==> src/rtl/imm_decode_stage.sv <==
// Registered RISC-V immediate decode stage: classifies the instruction format,
// sign/zero-extends the immediate and buffers results behind a 2-entry skid.
module imm_decode_stage #(
    parameter int XLEN     = 32,
    parameter int RV64_OPS = 0
) (
    input  logic            clk,
    input  logic            rst_n,
    input  logic            flush,
    input  logic            in_valid,
    output logic            in_ready,
    input  logic [31:0]     in_instr,
    input  logic [XLEN-1:0] in_pc,
    output logic            out_valid,
    input  logic            out_ready,
    output logic [31:0]     out_instr,
    output logic [XLEN-1:0] out_pc,
    output logic [XLEN-1:0] out_imm,
    output logic [2:0]      out_fmt,
    output logic            out_illegal
);

    generate
        if (XLEN != 32 && XLEN != 64) begin : g_bad_xlen
            $error("imm_decode_stage: XLEN must be 32 or 64");
        end
    endgenerate

    localparam bit HAS_OPIMM32 = (RV64_OPS != 0) && (XLEN == 64);

    localparam logic [6:0] OPC_LOAD     = 7'b0000011;
    localparam logic [6:0] OPC_MISC_MEM = 7'b0001111;
    localparam logic [6:0] OPC_OP_IMM   = 7'b0010011;
    localparam logic [6:0] OPC_AUIPC    = 7'b0010111;
    localparam logic [6:0] OPC_OPIMM32  = 7'b0011011;
    localparam logic [6:0] OPC_STORE    = 7'b0100011;
    localparam logic [6:0] OPC_OP       = 7'b0110011;
    localparam logic [6:0] OPC_LUI      = 7'b0110111;
    localparam logic [6:0] OPC_BRANCH   = 7'b1100011;
    localparam logic [6:0] OPC_JALR     = 7'b1100111;
    localparam logic [6:0] OPC_JAL      = 7'b1101111;
    localparam logic [6:0] OPC_SYSTEM   = 7'b1110011;

    localparam logic [2:0] FMT_R = 3'd0;
    localparam logic [2:0] FMT_I = 3'd1;
    localparam logic [2:0] FMT_S = 3'd2;
    localparam logic [2:0] FMT_B = 3'd3;
    localparam logic [2:0] FMT_U = 3'd4;
    localparam logic [2:0] FMT_J = 3'd5;
    localparam logic [2:0] FMT_Z = 3'd6;

    typedef struct packed {
        logic [31:0]     instr;
        logic [XLEN-1:0] pc;
        logic [XLEN-1:0] imm;
        logic [2:0]      fmt;
        logic            illegal;
    } entry_t;

    typedef enum logic [1:0] {
        S_EMPTY = 2'd0,
        S_ONE   = 2'd1,
        S_FULL  = 2'd2
    } state_t;

    // ---------------- decode ----------------
    logic [6:0]      w_opcode;
    logic [XLEN-1:0] w_imm_i;
    logic [XLEN-1:0] w_imm_s;
    logic [XLEN-1:0] w_imm_b;
    logic [XLEN-1:0] w_imm_u;
    logic [XLEN-1:0] w_imm_j;
    logic [XLEN-1:0] w_imm_z;
    logic [XLEN-1:0] w_imm;
    logic [2:0]      w_fmt;
    logic            w_illegal;
    entry_t          w_dec;

    // Each form keeps instr[31] as the top payload bit so the replication count stays >= 1.
    assign w_opcode = in_instr[6:0];
    assign w_imm_i  = {{(XLEN-11){in_instr[31]}}, in_instr[30:20]};
    assign w_imm_s  = {{(XLEN-11){in_instr[31]}}, in_instr[30:25], in_instr[11:7]};
    assign w_imm_b  = {{(XLEN-12){in_instr[31]}}, in_instr[7], in_instr[30:25], in_instr[11:8], 1'b0};
    assign w_imm_u  = {{(XLEN-31){in_instr[31]}}, in_instr[30:12], 12'b0};
    assign w_imm_j  = {{(XLEN-20){in_instr[31]}}, in_instr[19:12], in_instr[20], in_instr[30:21], 1'b0};
    assign w_imm_z  = {{(XLEN-5){1'b0}}, in_instr[19:15]};

    always_comb begin
        w_imm     = '0;
        w_fmt     = FMT_R;
        w_illegal = 1'b0;
        if (in_instr[1:0] != 2'b11) begin
            w_illegal = 1'b1;
        end else begin
            case (w_opcode)
                OPC_LOAD, OPC_MISC_MEM, OPC_OP_IMM, OPC_JALR: begin
                    w_fmt = FMT_I;
                    w_imm = w_imm_i;
                end
                OPC_STORE: begin
                    w_fmt = FMT_S;
                    w_imm = w_imm_s;
                end
                OPC_BRANCH: begin
                    w_fmt = FMT_B;
                    w_imm = w_imm_b;
                end
                OPC_LUI, OPC_AUIPC: begin
                    w_fmt = FMT_U;
                    w_imm = w_imm_u;
                end
                OPC_JAL: begin
                    w_fmt = FMT_J;
                    w_imm = w_imm_j;
                end
                OPC_SYSTEM: begin
                    if (in_instr[14]) begin
                        w_fmt = FMT_Z;
                        w_imm = w_imm_z;
                    end else begin
                        w_fmt = FMT_I;
                        w_imm = w_imm_i;
                    end
                end
                OPC_OP: begin
                    w_fmt = FMT_R;
                end
                OPC_OPIMM32: begin
                    if (HAS_OPIMM32) begin
                        w_fmt = FMT_I;
                        w_imm = w_imm_i;
                    end else begin
                        w_illegal = 1'b1;
                    end
                end
                default: begin
                    w_illegal = 1'b1;
                end
            endcase
        end
    end

    assign w_dec = '{instr: in_instr, pc: in_pc, imm: w_imm, fmt: w_fmt, illegal: w_illegal};

    // ---------------- occupancy control ----------------
    state_t r_state;
    state_t w_state_nxt;
    logic   r_in_ready;
    logic   r_out_valid;
    logic   w_accept;
    logic   w_emit;
    logic   w_ld_main;
    logic   w_ld_skid;
    logic   w_mv_skid;
    entry_t r_main;
    entry_t r_skid;

    assign w_accept = in_valid && r_in_ready;
    assign w_emit   = r_out_valid && out_ready;

    always_ff @(posedge clk) begin
        if (!rst_n) begin
            r_state     <= S_EMPTY;
            r_in_ready  <= 1'b1;
            r_out_valid <= 1'b0;
        end else begin
            r_state     <= w_state_nxt;
            r_in_ready  <= (w_state_nxt != S_FULL);
            r_out_valid <= (w_state_nxt != S_EMPTY);
        end
    end

    // Flush drops any same-cycle accept; a same-cycle emit still completes downstream.
    always_comb begin
        w_state_nxt = r_state;
        w_ld_main   = 1'b0;
        w_ld_skid   = 1'b0;
        w_mv_skid   = 1'b0;
        if (flush) begin
            w_state_nxt = S_EMPTY;
        end else begin
            case (r_state)
                S_EMPTY: begin
                    if (w_accept) begin
                        w_state_nxt = S_ONE;
                        w_ld_main   = 1'b1;
                    end
                end
                S_ONE: begin
                    if (w_accept && w_emit) begin
                        w_ld_main = 1'b1;
                    end else if (w_emit) begin
                        w_state_nxt = S_EMPTY;
                    end else if (w_accept) begin
                        w_state_nxt = S_FULL;
                        w_ld_skid   = 1'b1;
                    end
                end
                S_FULL: begin
                    if (w_emit) begin
                        w_state_nxt = S_ONE;
                        w_mv_skid   = 1'b1;
                    end
                end
                default: begin
                    w_state_nxt = S_EMPTY;
                end
            endcase
        end
    end

    always_ff @(posedge clk) begin
        if (!rst_n) begin
            r_main <= '0;
        end else if (w_ld_main) begin
            r_main <= w_dec;
        end else if (w_mv_skid) begin
            r_main <= r_skid;
        end
    end

    always_ff @(posedge clk) begin
        if (!rst_n) begin
            r_skid <= '0;
        end else if (w_ld_skid) begin
            r_skid <= w_dec;
        end
    end

    assign in_ready    = r_in_ready;
    assign out_valid   = r_out_valid;
    assign out_instr   = r_main.instr;
    assign out_pc      = r_main.pc;
    assign out_imm     = r_main.imm;
    assign out_fmt     = r_main.fmt;
    assign out_illegal = r_main.illegal;

endmodule

==> config.mk <==
export PLATFORM = sky130hd
export DESIGN_NAME = imm_decode_stage
export DESIGN_NICKNAME = d
export VERILOG_FILES = /design/src/rtl/imm_decode_stage.sv
export SDC_FILE = /design/constraint.sdc
export NUM_CORES = 1
export LEC_CHECK = 0
export ABC_AREA = 1
export BUFFER_PORTS_ARGS = -buffer_cell sky130_fd_sc_hd__buf_4
export CORE_MARGIN = 3
export CORE_UTILIZATION = 50
export DETAILED_ROUTE_END_ITERATION = 10
export PLACE_DENSITY = 0.81
export REMOVE_ABC_BUFFERS = 1
export SYNTH_ARGS = -nofsm -noshare
export SYNTH_HDL_FRONTEND = slang
export SYNTH_SLANG_ARGS = --single-unit
==> constraint.sdc <==
create_clock -name clk -period 3.48 [get_ports clk]
set_input_delay 0.174 -clock clk [delete_from_list [all_inputs] [get_ports clk]]
set_output_delay 0.174 -clock clk [all_outputs]
set_load 0.005 [all_outputs]
==> flow_summary.ini <==
[outcome]
status = finished, final reports clean

[clock_network]
htree_levels = 1
cts_buffers = 22
clk_latency_ps = 510
cts_tree = yes
cts.sinks = 204
cts_buffer_depth = 3
clock-root-buffer = clkbuf_16
postCtsSetupBuffers = 0
path_clk_slew_ps = 60

[floorplan]
die_y_um = 143
rows = 49
dieArea_um2 = 20600
coreArea_um2 = 18300
start_util_pct = 51.7
die_w_um = 143
boundaryPins = 171

[worst_setup_path]
worst-setup-path-type = register to register
critical_path.startpoint = r_state[1]$_SDFF_PN0_
required_ps = 3920
crit_arrival_ps = 2850
path_max_fanout = 36
crit_path_end_kind = register
rr_startpoint = r_state[1]$_SDFF_PN0_
crit_path_start_kind = register

[layout]
multi_input_area_um2 = 4260
drive_above_1_share_pct = 15.3
area.sequential_um2 = 4080
num-fill-cells = 1589
fin_util_pct = 65.9
antenna_cells = 0
design_area_um2 = 12000
area_growth_syn_to_layout_pct = 27.4
layout_common_cells = nand2_1, dfxtp_1, buf_4, inv_1, nor2_1
mostFrequentLayoutCell = nand2_1
layout.nets = 1659

[run]
drv_cap = 0

[power]
p_leak_nw = 5.84
power_mw = 5.45
p_per_area_nw_per_um2 = 453
irDropWorstVdd_uv = 310

[sta]
holdWs_ps = 17.3
fmax_mhz = 415
rsz0062_at_grt = false
tns_ps = 0
fin_crit_ps = 2410
period_share_pct = 69.3
clock_skew_ps = 16.5
slew_headroom_pct = 23.9
finalHoldViolCount = 0
slew_violations = 0
worstMarginPinSlew_ps = 1140
setup_violations = 0

[placement]
dp_hpwl_um = 16600
placed_area_um2 = 10700
io_buffers = 170
gp_congestion = 0.839

[global_routing]
busiest_layer = met2
grt-ovfl-total = 0
grt_pass1_vias = 9199
grt_usage_pct = 26.5
grt_max_degree = 100
grtUsageMet2_pct = 44.6
grt_util_met3_pct = 3.43
met1_usage_pct = 34.9
antenna_found_initial = 0
grt_pass1_wl_um = 45300

[drt]
dr.pass1.iters = 5
num_vias = 10000
routed_wl_um = 28400
ant_nets = 0
wire_per_inst_um = 15.5
drt_iter0_markers = 1046
drc = 0
drt-vias-per-instance = 5.45

[min_path]
worstHoldStart = in_valid
hold_path.class = input port to register

[yosys]
yosys_register_bits = 204
syn_area_per_cell_um2 = 6.69
yosysWarnings = 0
yosysUniqueCellTypes = 28
netlist_area_um2 = 9450
seq_area_frac_synth_pct = 43.2
synth_cells = 1413
-- routing by layer --
| layer | part of all wire [%] | wire, um |
|---|---|---|
| met1 | 41 | 11700 |
| met3 | 7.6 | 2160 |
| met4 | 3.9 | 1100 |
| met2 | 47 | 13500 |
| met5 | 0 | 0 |
-- cell usage after synthesis (all sizes together) --
library cell | number | area share (%)
buf | 56 | 3.4
nand2 | 437 | 18
clkbuf | 39 | 1.5
a21oi | 58 | 3.1
o21ai | 73 | 3.9
inv | 169 | 6.7
nand3 | 93 | 5.0
o21bai | 1 | 0.079
a31oi | 64 | 4.2
nor3 | 4 | 0.21
dfxtp | 204 | 43
nor2 | 156 | 6.6
clkinv | 4 | 0.16
o211ai | 34 | 2.7
nand4 | 21 | 1.6
-- layout make-up --
cell class	count	share of cell area [%]
Tap cell	229	2.38
Sequential cell	204	33.9
Inverter	173	5.40
Clock buffer	33	5.33
Timing Repair Buffer	248	17.0
Multi-Input combinational cell	941	35.4
Clock inverter	6	0.551
-- stage by stage --
stage	worst slack (ps)	instances
final	1070	1834
after global routing	907	1834
after CTS	1070	1834
after detailed placement	1340	1730
after global placement	1400	1730
after floorplan	-627	1318
-- where the power goes --
part	switching [mW]	total, mW	internal [mW]
clock	0.949	2.30	1.35
sequential	0.0562	2.49	2.44
combinational	0.363	0.663	0.300
total	1.37	5.45	4.08
-- registers in the layout, indices dropped and copies added, names as in the netlist --
register     flops
r_skid         100
out_imm         32
out_instr       32
out_pc          32
out_fmt          3
r_state          2
in_ready         1
out_illegal      1
out_valid        1
-- cell families (layout without fill, tap and decap cells) --
| group | after synthesis | in the layout | synth area share, % |
|---|---|---|---|
| buffers and inverters | 268 | 460 | 11.8 |
| DFF | 204 | 204 | 43.2 |
| and+or+nand+nor | 711 | 711 | 31.0 |
| AOI/OAI and AO/OA | 230 | 230 | 14.0 |
-- worst max-delay path, stage by stage, from the launching register on --
cell and delay (ps):
dfxtp_1 400, nor2_2 70, nand2_1 160, nor2_4 50, inv_2 530, buf_4 420
nor2_1 70, nor2_1 100, dlygate4sd3_1 540
-- what timing repair did --
| item | CTS | global route |
|---|---|---|
| endpoints found under the hold margin | 121 | 0 |
| hold buffers | 65 | 0 |
| resized for setup | 0 | 0 |
| setup endpoints to repair | 0 | 0 |
-- path summary, 6_finish.rpt --
kind,to,slack [ps],cells past startpoint
setup / recovery,r_skid[65]$_SDFFE_PN0P_,1070,8
hold / removal,r_state[0]$_SDFF_PN0_,20,4
setup reg to reg,r_skid[65]$_SDFFE_PN0P_,1070,8
hold reg to reg,out_instr[17]$_SDFFE_PN0P_,470,2
(Power assumes the default switching activity.)
